**config.mk**
```make
export PLATFORM = sky130hd
export DESIGN_NAME = xm23_alu_flat
export DESIGN_NICKNAME = d
export VERILOG_FILES = /design/src/rtl/xm23_alu_if.sv /design/src/rtl/xm23_alu.sv /design/src/flat_wrapper.sv
export SDC_FILE = /design/constraint.sdc
export NUM_CORES = 1
export LEC_CHECK = 0
export CORE_ASPECT_RATIO = 1.5
export CORE_MARGIN = 2
export CORE_UTILIZATION = 46
export DETAILED_ROUTE_END_ITERATION = 6
export DONT_BUFFER_PORTS = 1
export GPL_TIMING_DRIVEN = 0
export PLACE_DENSITY_LB_ADDON = 0.1
export SYNTH_ARGS = -nofsm -noshare
export SYNTH_HDL_FRONTEND = slang
export SYNTH_SLANG_ARGS = --single-unit
```
**constraint.sdc**
```tcl
create_clock -name Clock -period 1.2 [get_ports Clock]
set_input_delay 0.12 -clock Clock [delete_from_list [all_inputs] [get_ports Clock]]
set_output_delay 0.12 -clock Clock [all_outputs]
set_load 0.02 [all_outputs]
```
**src/rtl/xm23_alu_if.sv**
```systemverilog
// Operand, control and result bundle between the XM23 control/datapath and its ALU.
interface xm23_alu_if;
    logic [15:0] s_bus;
    logic [15:0] d_bus;
    logic [5:0]  alu_op;
    logic [15:0] psw_in;
    logic        alu_E;
    logic        psw_update;
    logic [15:0] alu_out;
    logic [15:0] alu_psw_out;

    modport master (
        output s_bus, d_bus, alu_op, psw_in, alu_E, psw_update,
        input  alu_out, alu_psw_out
    );

    modport slave (
        input  s_bus, d_bus, alu_op, psw_in, alu_E, psw_update,
        output alu_out, alu_psw_out
    );
endinterface

```
**src/rtl/xm23_alu.sv**
```systemverilog
// XM23 registered ALU: one-cycle result and PSW (C/Z/N/V) update, word or byte mode.
module xm23_alu (
    input  logic        Clock,
    input  logic        Reset_n,
    xm23_alu_if.slave   bus
);

    localparam logic [4:0] OP_ADD  = 5'd0;
    localparam logic [4:0] OP_ADDC = 5'd1;
    localparam logic [4:0] OP_SUB  = 5'd2;
    localparam logic [4:0] OP_SUBC = 5'd3;
    localparam logic [4:0] OP_DADD = 5'd4;
    localparam logic [4:0] OP_CMP  = 5'd5;
    localparam logic [4:0] OP_XOR  = 5'd6;
    localparam logic [4:0] OP_AND  = 5'd7;
    localparam logic [4:0] OP_OR   = 5'd8;
    localparam logic [4:0] OP_BIT  = 5'd9;
    localparam logic [4:0] OP_BIC  = 5'd10;
    localparam logic [4:0] OP_BIS  = 5'd11;
    localparam logic [4:0] OP_MOV  = 5'd12;
    localparam logic [4:0] OP_SRA  = 5'd13;
    localparam logic [4:0] OP_RRC  = 5'd14;
    localparam logic [4:0] OP_SWPB = 5'd15;
    localparam logic [4:0] OP_SXT  = 5'd16;

    function automatic logic msb_of(input logic [15:0] x, input logic byte_m);
        return byte_m ? x[7] : x[15];
    endfunction

    function automatic logic zero_of(input logic [15:0] x, input logic byte_m);
        return byte_m ? (x[7:0] == 8'h00) : (x == 16'h0000);
    endfunction

    logic [4:0]  opc;
    logic        byte_m;
    logic        c_in;
    logic        sub_op;
    logic [15:0] d;
    logic [15:0] s;
    logic [15:0] b_op;
    logic        add_cin;
    logic [16:0] sum_w;
    logic [8:0]  sum_b;
    logic [15:0] add_res;
    logic        add_c;
    logic [15:0] dadd_res;
    logic        dadd_c;
    logic [4:0]  nib;
    logic [4:0]  nib_adj;
    logic [15:0] logic_src;
    logic [15:0] res;
    logic [15:0] flag_src;
    logic        upd_c;
    logic        upd_zn;
    logic        upd_v;
    logic        new_c;
    logic        new_v;
    logic        flag_byte;
    logic [15:0] psw_new;
    logic [15:0] alu_out_d;
    logic [15:0] alu_out_q;
    logic [15:0] alu_psw_out_d;
    logic [15:0] alu_psw_out_q;

    assign opc    = bus.alu_op[4:0];
    assign byte_m = bus.alu_op[5] && (opc <= OP_RRC);
    assign d      = bus.d_bus;
    assign s      = bus.s_bus;
    assign c_in   = bus.psw_in[0];

    // Shared adder for ADD/ADDC/SUB/SUBC/CMP, both widths computed and selected
    always_comb begin
        sub_op = (opc == OP_SUB) || (opc == OP_SUBC) || (opc == OP_CMP);
        if (sub_op) begin
            b_op = ~s;
        end else begin
            b_op = s;
        end
        case (opc)
            OP_ADD:  add_cin = 1'b0;
            OP_ADDC: add_cin = c_in;
            OP_SUB:  add_cin = 1'b1;
            OP_SUBC: add_cin = c_in;
            OP_CMP:  add_cin = 1'b1;
            default: add_cin = 1'b0;
        endcase
        sum_w = {1'b0, d} + {1'b0, b_op} + {16'd0, add_cin};
        sum_b = {1'b0, d[7:0]} + {1'b0, b_op[7:0]} + {8'd0, add_cin};
        if (byte_m) begin
            add_res = {d[15:8], sum_b[7:0]};
            add_c   = sum_b[8];
        end else begin
            add_res = sum_w[15:0];
            add_c   = sum_w[16];
        end
    end

    // BCD add, nibble by nibble; byte mode stops after two nibbles and keeps D[15:8]
    always_comb begin
        dadd_res = d;
        dadd_c   = c_in;
        nib      = 5'd0;
        nib_adj  = 5'd0;
        for (int i = 0; i < 4; i++) begin
            if ((i < 2) || !byte_m) begin
                nib     = {1'b0, d[4*i +: 4]} + {1'b0, s[4*i +: 4]} + {4'd0, dadd_c};
                nib_adj = nib - 5'd10;
                if (nib > 5'd9) begin
                    dadd_res[4*i +: 4] = nib_adj[3:0];
                    dadd_c             = 1'b1;
                end else begin
                    dadd_res[4*i +: 4] = nib[3:0];
                    dadd_c             = 1'b0;
                end
            end else begin
                dadd_res[4*i +: 4] = d[4*i +: 4];
            end
        end
    end

    // Result select and per-opcode flag-update masks
    always_comb begin
        res       = d;
        flag_src  = d;
        logic_src = d;
        upd_c     = 1'b0;
        upd_zn    = 1'b0;
        upd_v     = 1'b0;
        new_c     = c_in;
        new_v     = bus.psw_in[4];
        flag_byte = byte_m;
        case (opc)
            OP_ADD, OP_ADDC, OP_SUB, OP_SUBC, OP_CMP: begin
                res      = (opc == OP_CMP) ? d : add_res;
                flag_src = add_res;
                upd_c    = 1'b1;
                upd_zn   = 1'b1;
                upd_v    = 1'b1;
                new_c    = add_c;
                new_v    = (msb_of(d, byte_m) == msb_of(b_op, byte_m)) &&
                           (msb_of(add_res, byte_m) != msb_of(d, byte_m));
            end
            OP_DADD: begin
                res      = dadd_res;
                flag_src = dadd_res;
                upd_c    = 1'b1;
                upd_zn   = 1'b1;
                new_c    = dadd_c;
            end
            OP_XOR, OP_AND, OP_OR, OP_BIT, OP_BIC, OP_BIS: begin
                case (opc)
                    OP_XOR:  logic_src = d ^ s;
                    OP_AND:  logic_src = d & s;
                    OP_OR:   logic_src = d | s;
                    OP_BIT:  logic_src = d & s;
                    OP_BIC:  logic_src = d & ~s;
                    OP_BIS:  logic_src = d | s;
                    default: logic_src = d;
                endcase
                if (byte_m) begin
                    logic_src = {d[15:8], logic_src[7:0]};
                end else begin
                    logic_src = logic_src;
                end
                res      = (opc == OP_BIT) ? d : logic_src;
                flag_src = logic_src;
                upd_zn   = 1'b1;
            end
            OP_MOV: begin
                res = byte_m ? {d[15:8], s[7:0]} : s;
            end
            OP_SRA, OP_RRC: begin
                if (byte_m) begin
                    res = {d[15:8], (opc == OP_SRA) ? d[7] : c_in, d[7:1]};
                end else begin
                    res = {(opc == OP_SRA) ? d[15] : c_in, d[15:1]};
                end
                flag_src = res;
                upd_c    = 1'b1;
                upd_zn   = 1'b1;
                new_c    = d[0];
            end
            OP_SWPB, OP_SXT: begin
                res       = (opc == OP_SWPB) ? {d[7:0], d[15:8]} : {{8{d[7]}}, d[7:0]};
                flag_src  = res;
                upd_zn    = 1'b1;
                flag_byte = 1'b0;
            end
            default: begin
                res = d;
            end
        endcase
    end

    // Merge flags into psw_in and compute the next register values
    always_comb begin
        psw_new = bus.psw_in;
        if (bus.psw_update) begin
            if (upd_c) begin
                psw_new[0] = new_c;
            end else begin
                psw_new[0] = bus.psw_in[0];
            end
            if (upd_zn) begin
                psw_new[1] = zero_of(flag_src, flag_byte);
                psw_new[2] = msb_of(flag_src, flag_byte);
            end else begin
                psw_new[2:1] = bus.psw_in[2:1];
            end
            if (upd_v) begin
                psw_new[4] = new_v;
            end else begin
                psw_new[4] = bus.psw_in[4];
            end
        end else begin
            psw_new = bus.psw_in;
        end
        if (bus.alu_E) begin
            alu_out_d     = res;
            alu_psw_out_d = psw_new;
        end else begin
            alu_out_d     = alu_out_q;
            alu_psw_out_d = alu_psw_out_q;
        end
    end

    // Output registers, cleared asynchronously
    always_ff @(posedge Clock or negedge Reset_n) begin
        if (!Reset_n) begin
            alu_out_q     <= 16'h0000;
            alu_psw_out_q <= 16'h0000;
        end else begin
            alu_out_q     <= alu_out_d;
            alu_psw_out_q <= alu_psw_out_d;
        end
    end

    assign bus.alu_out     = alu_out_q;
    assign bus.alu_psw_out = alu_psw_out_q;

endmodule

```
**src/flat_wrapper.sv**
```systemverilog
// flat-port wrapper written by rule: the top's interface ports become plain ports
module xm23_alu_flat 
  (Clock, Reset_n, bus_s_bus, bus_d_bus, bus_alu_op, bus_psw_in, bus_alu_E, bus_psw_update, bus_alu_out, bus_alu_psw_out);
  xm23_alu_if bus_i ();
  input  logic Clock;
  input  logic Reset_n;
  input wire logic [$bits(bus_i.s_bus)-1:0] bus_s_bus;
  input wire logic [$bits(bus_i.d_bus)-1:0] bus_d_bus;
  input wire logic [$bits(bus_i.alu_op)-1:0] bus_alu_op;
  input wire logic [$bits(bus_i.psw_in)-1:0] bus_psw_in;
  input wire logic [$bits(bus_i.alu_E)-1:0] bus_alu_E;
  input wire logic [$bits(bus_i.psw_update)-1:0] bus_psw_update;
  output wire logic [$bits(bus_i.alu_out)-1:0] bus_alu_out;
  output wire logic [$bits(bus_i.alu_psw_out)-1:0] bus_alu_psw_out;
  assign bus_i.s_bus = bus_s_bus;
  assign bus_i.d_bus = bus_d_bus;
  assign bus_i.alu_op = bus_alu_op;
  assign bus_i.psw_in = bus_psw_in;
  assign bus_i.alu_E = bus_alu_E;
  assign bus_i.psw_update = bus_psw_update;
  assign bus_alu_out = bus_i.alu_out;
  assign bus_alu_psw_out = bus_i.alu_psw_out;
  xm23_alu u_core (.Clock(Clock), .Reset_n(Reset_n), .bus(bus_i));
endmodule
```
* After elaboration in Yosys (flattened, before gate mapping)
Index checks and enable logic that the tools add are counted.
** Operators by class
- Magnitude comparators :: 5
- Reductions and logical operators :: 17
- $add $sub $neg :: 16
- Muxes and demuxes :: 43
- Eq/ne operators :: 18
- Bitwise gates (word level) :: 5
** Operators with widths (count)
- $mux 16 :: 7
- $pmux 16 s6 :: 1
- $pmux 16 s5 :: 1
- $pmux 16 s4 :: 1
- $eq 5x4->1 const B :: 8
- $and 16x16->16 :: 2
- $mux 4 :: 6
- $mux 1 :: 22
- $add 4x4->5 :: 4
- $add 5x1->5 :: 4
- $eq 5x3->1 const B :: 4
- $gt 5x4->1 const B :: 4
- $add 16x16->17 :: 1
- $add 17x1->17 :: 1
- $logic_not 16->1 :: 1
- $not 16->16 :: 1
- $or 16x16->16 :: 1
- $reduce_or 16->1 :: 1
- $sub 4x4->4 const B :: 4
- $xor 16x16->16 :: 1
- $mux 15 :: 1
- $reduce_or 2->1 :: 6
- $eq 5x2->1 const B :: 2
- $add 8x8->9 :: 1
- other kinds (17) :: 19
** Word-level totals
- Output and inout bits :: 32
- Bits in registers :: 32
- Input port bits :: 58

* Logic depth before layout (Yosys ltp)
Gate-level depths: netlist of the first run.
- Word-level depth :: 20
- Depth in mapped cells :: 33
- Gate-level depth less buffers :: 33

* Least setup slack after synthesis of the first run
Ideal clock, no wire load.
- Path type :: input to register
- Start :: input port bus_psw_in[0]
- End :: register u_core.alu_psw_out_q[1] (netlist: u_core.bus.alu_psw_out[1])
- Required time :: 1.135 ns
- Stages on the path :: 32
- Library setup time :: 0.065 ns
- Path slack :: -5.712 ns
- Arrival time :: 6.847 ns
- Path through :: fa_1 -> fa_1 -> xnor2_1 -> nand2_1 -> a21oi_1 -> fa_1 -> inv_1 -> fa_1 -> xor2_1 -> nor2_1 -> inv_1 -> a21oi_1 -> fa_1 -> inv_1 -> fa_1 -> xnor2_1 -> and2_1 -> o21ai_0 -> o21ai_0 -> fa_1 -> inv_1 -> fa_1 -> inv_1 -> ha_1 -> nand2_1 -> a31oi_1 -> xnor2_1 -> a221oi_1 -> a21oi_1 -> a2111oi_2 -> and3_1 -> a31o_1
** Between the ends
- Word-level cells in the longest chain between the ends :: 19
- Elaborated cells on any way between the ends :: 35
- Classes of those cells :: add/sub (10); order compare (4); mux (19); reduce/logical (2)
** Ends and longest elaborated chain
- from (decl) :: RTL line flat_wrapper.sv:10 : input wire logic [$bits(bus_i.psw_in)-1:0] bus_psw_in;
- $add 5x1->5 :: RTL line xm23_alu.sv:106 : nib = {1'b0, d[4*i +: 4]} + {1'b0, s[4*i +: 4]} + {4'd0, dadd_c};
- $gt 5x4->1 :: RTL line xm23_alu.sv:108 : if (nib > 5'd9) begin
- $mux 1 :: RTL line xm23_alu.sv:108
- $add 5x1->5 :: RTL line xm23_alu.sv:106
- $gt 5x4->1 :: RTL line xm23_alu.sv:108
- $mux 1 :: RTL line xm23_alu.sv:108
- $add 5x1->5 :: RTL line xm23_alu.sv:106
- $gt 5x4->1 :: RTL line xm23_alu.sv:108
- [3 not listed]
- $sub 4x4->4 or $gt 5x4->1 (tied branches) :: RTL line xm23_alu.sv:107, xm23_alu.sv:108
- $mux 4 :: RTL line xm23_alu.sv:108
- $mux 4 :: RTL line xm23_alu.sv:105 : if ((i < 2) || !byte_m) begin
- $pmux 16 s5 (*) :: RTL line xm23_alu.sv:132 : case (opc)
- $logic_not 16->1 :: RTL line xm23_alu.sv:31 : return byte_m ? (x[7:0] == 8'h00) : (x == 16'h0000);
- $mux 1 (*) :: RTL line xm23_alu.sv:31
- $mux 2 (*) :: RTL line xm23_alu.sv:204 : if (upd_zn) begin
- $mux 3 (*) :: RTL line xm23_alu.sv:198 : if (bus.psw_update) begin
- to (signal assigned) :: RTL line xm23_alu.sv:234 : alu_psw_out_q <= alu_psw_out_d;
- to (decl) :: RTL line xm23_alu.sv:63 : logic [15:0] alu_psw_out_q;
Mark *: on every way between the ends. The rest lies on a longest branch, timed or not.
A chain may end at the register's enable or synchronous reset.

* Final worst setup path of the first run
- Start :: input port bus_s_bus[0]
- End :: register u_core.alu_psw_out_q[1] (netlist: u_core.bus.alu_psw_out[1])
** Between the ends
- Word-level cells in the longest chain between the ends :: 20
- Elaborated cells on any way between the ends :: 42
- Classes of those cells :: add/sub (13); order compare (4); mux (18); bitwise (5); reduce/logical (2)
** Ends and longest elaborated chain
- from (decl) :: RTL line flat_wrapper.sv:7 : input wire logic [$bits(bus_i.s_bus)-1:0] bus_s_bus;
- $add 4x4->5 :: RTL line xm23_alu.sv:106
- $add 5x1->5 :: RTL line xm23_alu.sv:106
- $gt 5x4->1 :: RTL line xm23_alu.sv:108
- $mux 1 :: RTL line xm23_alu.sv:108
- $add 5x1->5 :: RTL line xm23_alu.sv:106
- $gt 5x4->1 :: RTL line xm23_alu.sv:108
- $mux 1 :: RTL line xm23_alu.sv:108
- $add 5x1->5 :: RTL line xm23_alu.sv:106
- [4 not listed]
- $sub 4x4->4 or $gt 5x4->1 (tied branches) :: RTL line xm23_alu.sv:107, xm23_alu.sv:108
- $mux 4 :: RTL line xm23_alu.sv:108
- $mux 4 :: RTL line xm23_alu.sv:105
- $pmux 16 s5 (*) :: RTL line xm23_alu.sv:132
- $logic_not 16->1 :: RTL line xm23_alu.sv:31
- $mux 1 (*) :: RTL line xm23_alu.sv:31
- $mux 2 (*) :: RTL line xm23_alu.sv:204
- $mux 3 (*) :: RTL line xm23_alu.sv:198
Marked as above.

==> results.yml, run 1 <==
global_route:
  overflow: 0
  grt_pass1_vias: 6763
  antenna_found_initial: 0
  grt_usage_pct: 37.9
  grt_max_degree: 33
  grt_pass1_wl_um: 38600
worst_setup_path:
  worstSetupPathType: "in2reg"
  critPathCaptureType: "flip-flop"
  worstPathArrival_ps: 6410
  rr_startpoint: "u_core.bus.alu_psw_out[1]"
  critPathTopFamily: "adder cells"
  cp_num_buf_inv: 7
  critical_path_required_ps: 1360
  worstPathMaxFanout: 5
  reg2reg_depth: 7
  rrSetupSlack_ps: -990
  r2r-end: "u_core.bus.alu_psw_out[1]"
  cp_slowest_stage_delay_ps: 540
  crit_top_cell: "fa_2"
  start_kind: "input pin"
  cp_slowest_cell: "fa_2"
floorplan:
  fp.dieArea_sq_um: 13600
  io_pins: 90
  start_util_pct: 46.9
  core-area_sq_um: 12400
  die_y_um: 142
  std_cell_rows: 50
  die_x_um: 95.7
synth:
  synthMuxAreaShare_pct: 5.82
  synth-adder-area-share_pct: 13.6
  synth-xor-area-share_pct: 6.33
  yosysWarnings: 0
  async_reset_ff_share_pct: 100
  synth_seq_cells: 32
  synth_compound_area_share_pct: 32.7
  ys_types: 82
  synth-main-ff-cell: "dfrtp_1"
  synthSimpleGateAreaFrac_pct: 20.9
  synth_top_family_by_area: "compound AO/OA/AOI/OAI gates"
  synth_edf_count: 0
  syn_nets: 900
  synth_cells: 785
  ys_seq_area_share_pct: 13.8
  synth_area_sq_um: 5810
  syn_avg_cell_area_sq_um: 7.40
place:
  portBuffers: 0
  place_ws_ps: -5940
  gp_congestion: 0.965
  hpwl_um: 19700
  placed_area_sq_um: 6240
route:
  drcViolationCount: 0
  via_per_inst: 6.68
  wire_per_inst_um: 25.5
  drt-total-wl_um: 25900
  dr.pass1.iters: 6
  ant_nets: 0
  routed-via-count: 6788
  drt_iter0_markers: 666
worst_hold_path:
  min_from: "bus_d_bus[8]"
  hold_path_class: "in2reg"
  whs_path_depth: 2
  hold_end: "u_core.bus.alu_out[8]"
cells_and_area:
  final_area_sq_um: 7470
  multi_input_area_sq_um: 5260
  drive_gt1_share_pct: 26.3
  final_util_pct: 60.3
  n_antenna_cell: 0
  fillCellCount: 1153
  area_growth_pct: 28.7
  seq_area_sq_um: 801
  nets: 974
outcome:
  outcome: "finished, violations left"
  violations: "hold timing, setup timing"
timing:
  fin_hold_ws_ps: -6.31
  slew_headroom_pct: 39.1
  hold_viol: 1
  fin_skew_ps: 0
  min_period_over_period_pct: 521
  rsz0062_at_grt: "yes"
  period_minus_slack_ps: 6250
  fin_ws_ps: -5050
  setup_violations: 20
  max_clock_freq_mhz: 160
  tightestPinTransition_ps: 908
  drv_slew: 0
power:
  vdd_ir_drop_max_mv: 1.48
  p_leak_nw: 3.07
  switching_share_pct: 43.5
  internal_power_w: 0.00389
  pwr-share-seq_pct: 21.7
  switchingPower_w: 0.00300
  p_clk_share_pct: 18.6
  power_density_nw_per_um2: 922
  comb_power_share_pct: 59.7
cts:
  htreeDepth: 2
  cts_buffer_depth: 2
  cts_tree: "done"
  clkLatencyLatePin_ps: 280
  cts_sinks: 32
  clk_pin_slew_ps: 50
  cts_root_buf: "clkbuf_16"
  numCtsBuffers: 5
job:
  maxCapViolCount: 0
==> cells in the mapped netlist, drive strengths merged, types with 3 or more instances <==
master	instances	area, sq um
a21oi	92	472
nand2	92	350
o21ai	74	370
nor2	68	273
inv	52	195
ha	47	588
dfrtp	32	801
xnor2	32	280
buf	22	139
mux2	22	248
a221oi	17	161
clkbuf	17	63.8
a211oi	13	97.6
nand3	13	65.1
fa	10	200
nor3	10	66.3
o211ai	10	75.1
o221ai	10	93.8
xor2	10	87.6
a21o	9	67.6
and3	9	56.3
mux2i	9	90.1
nand2b	8	52.6
nor2b	8	52.6
nor3b	7	52.6
a211o	6	52.6
and2	6	37.5
a2111oi	5	68.8
a22oi	5	37.5
a31oi	5	31.3
nand3b	5	50.1
nand4	4	31.3
or3	4	25.0
a221o	3	30.0
a41oi	3	26.3
nor4	3	18.8
o21a	3	22.5
o21ba	3	30.0
o21bai	3	22.5
o2bb2ai	3	26.3
o31ai	3	22.5
==> how the worst max path moves through the flow <==
stage / start / slack, ps / endpoint / cells after the start
2_1_floorplan: bus_s_bus[0] / -5090 / u_core.bus.alu_psw_out[1] / 32
3_3_place_gp: bus_s_bus[0] / -5810 / u_core.bus.alu_psw_out[1] / 32
3_5_place_dp: bus_s_bus[0] / -5940 / u_core.bus.alu_psw_out[1] / 32
4_1_cts: bus_psw_in[0] / -5060 / u_core.bus.alu_psw_out[1] / 33
5_1_grt: bus_s_bus[0] / -5330 / u_core.bus.alu_psw_out[1] / 32
6_report: bus_s_bus[0] / -5050 / u_core.bus.alu_psw_out[1] / 32
==> cell families after synthesis <==
kind of cell,Yosys count
flops,32
simple gates,246
mux,31
xor+xnor,42
fa+ha+maj,57
buf+inv,91
compound gates,286
==> layer usage <==
metal,global-route usage (%),wire [um]
met3,5.79,2010
met4,21.1,1520
met2,63.4,12600
met1,45.7,9720
met5,0,0
==> cell type report <==
type	count	area share, %
Tap cell	156	2.61
Buffer	39	3.72
Clock inverter	2	0.134
Multi-Input combinational cell	662	70.4
Inverter	52	2.61
Sequential cell	32	10.7
Clock buffer	6	1.86
Timing Repair Buffer	67	7.94
==> power groups by stage <==
stage / registers (W) / clock network [W] / logic, W
final: 0.00149 / 0.00128 / 0.00411
after global routing: 0.00151 / 0.00134 / 0.00439
after CTS: 0.00149 / 0.00130 / 0.00370
after detailed placement: 0.00151 / 0 / 0.00297
after global placement: 0.00151 / 0 / 0.00290
after floorplan: 0.00148 / 0 / 0.00226
==> what timing repair did <==
action	4_1_cts	5_1_grt
setup endpoints to repair	22	32
cloned	0	0
pin swaps	56	45
resized for setup	64	44
hold endpoints to repair	44	0
setup buffers	42	12
hold buffers	14	0
==> sequential cells by signal, summed over array words and instances (netlist names) <==
register and flops:
u_core.bus.alu_psw_out 16, u_core.bus.alu_out 16
==> per-stage QoR <==
step	TNS (ps)	power, W	std cells
floorplan	-60560	0.00373	785
global placement	-75210	0.00441	941
detailed placement	-76620	0.00447	941
CTS	-60430	0.00650	1005
global route	-64960	0.00723	1016
finish	-61690	0.00688	1016
==> layout by cell type, fill, tap and decap left out, types with 5 or more instances in the layout <==
| master | count |
|---|---|
| a211o_1 | 6 |
| a211oi_1 | 11 |
| a21o_1 | 9 |
| a21oi_1 | 71 |
| a21oi_2 | 12 |
| a21oi_4 | 9 |
| a221oi_1 | 12 |
| a221oi_2 | 5 |
| and3_1 | 9 |
| buf_2 | 9 |
| buf_4 | 44 |
| buf_6 | 15 |
| clkbuf_1 | 14 |
| clkbuf_16 | 5 |
| dfrtp_1 | 32 |
| dlygate4sd3_1 | 13 |
| fa_2 | 10 |
| ha_1 | 46 |
| inv_1 | 43 |
| inv_2 | 9 |
| mux2_2 | 20 |
| mux2i_1 | 8 |
| nand2_1 | 84 |
| nand2b_1 | 5 |
| nand3_1 | 11 |
| nor2_1 | 62 |
| nor2b_1 | 7 |
| nor3_1 | 7 |
| o211ai_1 | 10 |
| o21ai_0 | 51 |
| o21ai_1 | 17 |
| o221ai_1 | 5 |
| o221ai_2 | 5 |
| xnor2_1 | 22 |
| xnor2_2 | 6 |
| xor2_1 | 8 |
Note: power is estimated with default switching activity, not from simulation.
==> run 2: changes to the inputs <==
- MAX_ROUTING_LAYER: default -> met4
==> results.yml, run 2 (same netlist as run 1, synthesis figures left out) <==
cells_and_area:
  n_antenna_cell: 0
  drive_gt1_share_pct: 26.3
  final_area_sq_um: 7480
  layout_commonest_cell: "nand2_1"
  seq_area_sq_um: 801
  area_growth_pct: 28.8
  fillCellCount: 1113
  nets: 976
  multi_input_area_sq_um: 5190
  mostFrequentLayoutCells: "nand2_1 (85), a21oi_1 (73), nor2_1 (59)"
worst_setup_path:
  worstSetupPathType: "in2reg"
  rr_startpoint: "u_core.bus.alu_psw_out[1]"
  worstPathMaxFanout: 5
  r2r-end: "u_core.bus.alu_psw_out[1]"
  start_kind: "input pin"
  worstPathArrival_ps: 6360
  cp_slowest_cell: "fa_2"
  critical_path_required_ps: 1360
  cp_slowest_stage_delay_ps: 550
  rrSetupSlack_ps: -780
  critPathCaptureType: "flip-flop"
  crit_top_cell: "fa_2"
  reg2reg_depth: 7
worst_hold_path:
  hold_end: "u_core.bus.alu_out[8]"
  whs_path_depth: 2
  hold_path_class: "in2reg"
  min_from: "bus_d_bus[8]"
global_route:
  grt_max_degree: 33
  grt_pass1_vias: 6885
  overflow: 0
  grt_usage_pct: 40.4
  antenna_found_initial: 0
  grt_pass1_wl_um: 39800
floorplan:
  start_util_pct: 46.9
  fp.dieArea_sq_um: 13600
  std_cell_rows: 50
  io_pins: 90
  core-area_sq_um: 12400
  die_y_um: 142
  die_x_um: 95.7
power:
  power_density_nw_per_um2: 962
  pwr-share-seq_pct: 20.8
  internal_power_w: 0.00421
  p_clk_share_pct: 21.6
  switching_share_pct: 41.4
  vdd_ir_drop_max_mv: 1.59
  p_leak_nw: 3.09
  comb_power_share_pct: 57.6
  switchingPower_w: 0.00298
route:
  drcViolationCount: 0
  drt-total-wl_um: 26600
  ant_nets: 0
  drt_iter0_markers: 516
  wire_per_inst_um: 26.1
  routed-via-count: 6788
  via_per_inst: 6.67
  dr.pass1.iters: 7
timing:
  setup_violations: 20
  fin_skew_ps: 0
  hold_viol: 1
  max_clock_freq_mhz: 161
  rsz0062_at_grt: "yes"
  slew_headroom_pct: 44.6
  period_minus_slack_ps: 6190
  fin_ws_ps: -4990
  tightestPinTransition_ps: 826
  drv_slew: 0
  min_period_over_period_pct: 516
  fin_hold_ws_ps: -1.94
place:
  portBuffers: 0
  gp_congestion: 0.998
  placed_area_sq_um: 6240
  hpwl_um: 20300
cts:
  numCtsBuffers: 5
  htreeDepth: 2
  cts_sinks: 32
  cts_root_buf: "clkbuf_16"
  cts_buffer_depth: 2
  clk_pin_slew_ps: 50
  clkLatencyLatePin_ps: 290
  cts_tree: "done"
job:
  maxCapViolCount: 0
outcome:
  violations: "hold timing, setup timing"
  outcome: "finished, violations left"
-- run 2: changes by cell type in the layout (fill, tap and decap cells not counted), sizes merged --
| cell | before | now |
|---|---|---|
| clkbuf | 23 | 24 |
| buf | 76 | 78 |
| bufinv | 0 | 1 |
| clkinv | 2 | 0 |
-- run 2: critical path: cells and delay by family --
kind	cells	cell delay [ps]
compound gates	8	1610
xor+xnor	3	490
fa+ha+maj	9	3210
buf+inv	7	520
simple gates	4	410
-- run 2: how the worst max path moves through the flow --
stage	from	endpoint	depth (start not counted)
2_1_floorplan	bus_s_bus[0]	u_core.bus.alu_psw_out[1]	32
3_3_place_gp	bus_s_bus[0]	u_core.bus.alu_psw_out[1]	32
3_5_place_dp	bus_s_bus[0]	u_core.bus.alu_psw_out[1]	32
4_1_cts	bus_psw_in[0]	u_core.bus.alu_out[13]	31
5_1_grt	bus_psw_in[0]	u_core.bus.alu_out[13]	31
6_report	bus_psw_in[0]	u_core.bus.alu_out[13]	31
-- run 2: power by group through the flow --
| stage | sequential, W | combinational, W | clock [W] |
|---|---|---|---|
| after floorplan | 0.00148 | 0.00226 | 0 |
| after global placement | 0.00151 | 0.00289 | 0 |
| after detailed placement | 0.00151 | 0.00297 | 0 |
| after CTS | 0.00150 | 0.00384 | 0.00157 |
| after global routing | 0.00151 | 0.00440 | 0.00161 |
| final | 0.00150 | 0.00414 | 0.00156 |
-- run 2: cell type report --
type | count | area share [%]
inverter | 52 | 2.61
sequential | 32 | 10.7
clock buffer | 7 | 2.04
multi-input combinational | 662 | 69.4
clock inverter | 1 | 0.402
tap | 156 | 2.61
timing repair buffer | 69 | 8.48
buffer | 39 | 3.75
-- run 2: per-layer routing --
layer  vias up  track usage (%)  routed length, um
li1       3033                -                  -
met1      3244             47.4               9830
met2       403             65.0              12900
met3       108             6.59               2270
met4         0             21.8               1580
met5         -                -                  0
-- run 2: timing repair --
item,CTS,global route
endpoints found under the setup margin,22,23
pin swaps,59,14
resized for setup,77,27
hold endpoints to repair,44,0
hold buffers,14,0
setup buffers,52,6
gates cloned,0,0
-- run 2: metrics by stage --
stage               worst slack, ps  cells  util (%)  total power, W  setup TNS (ps)
detailed placement            -5810    941      50.4         0.00448          -75200
global placement              -5680    941      50.4         0.00440          -73160
CTS                           -4910   1014      59.2         0.00691          -59990
floorplan                     -5090    785         -         0.00373          -60560
global route                  -5210   1018      60.4         0.00753          -64130
finish                        -4990   1018      60.4         0.00719          -60910
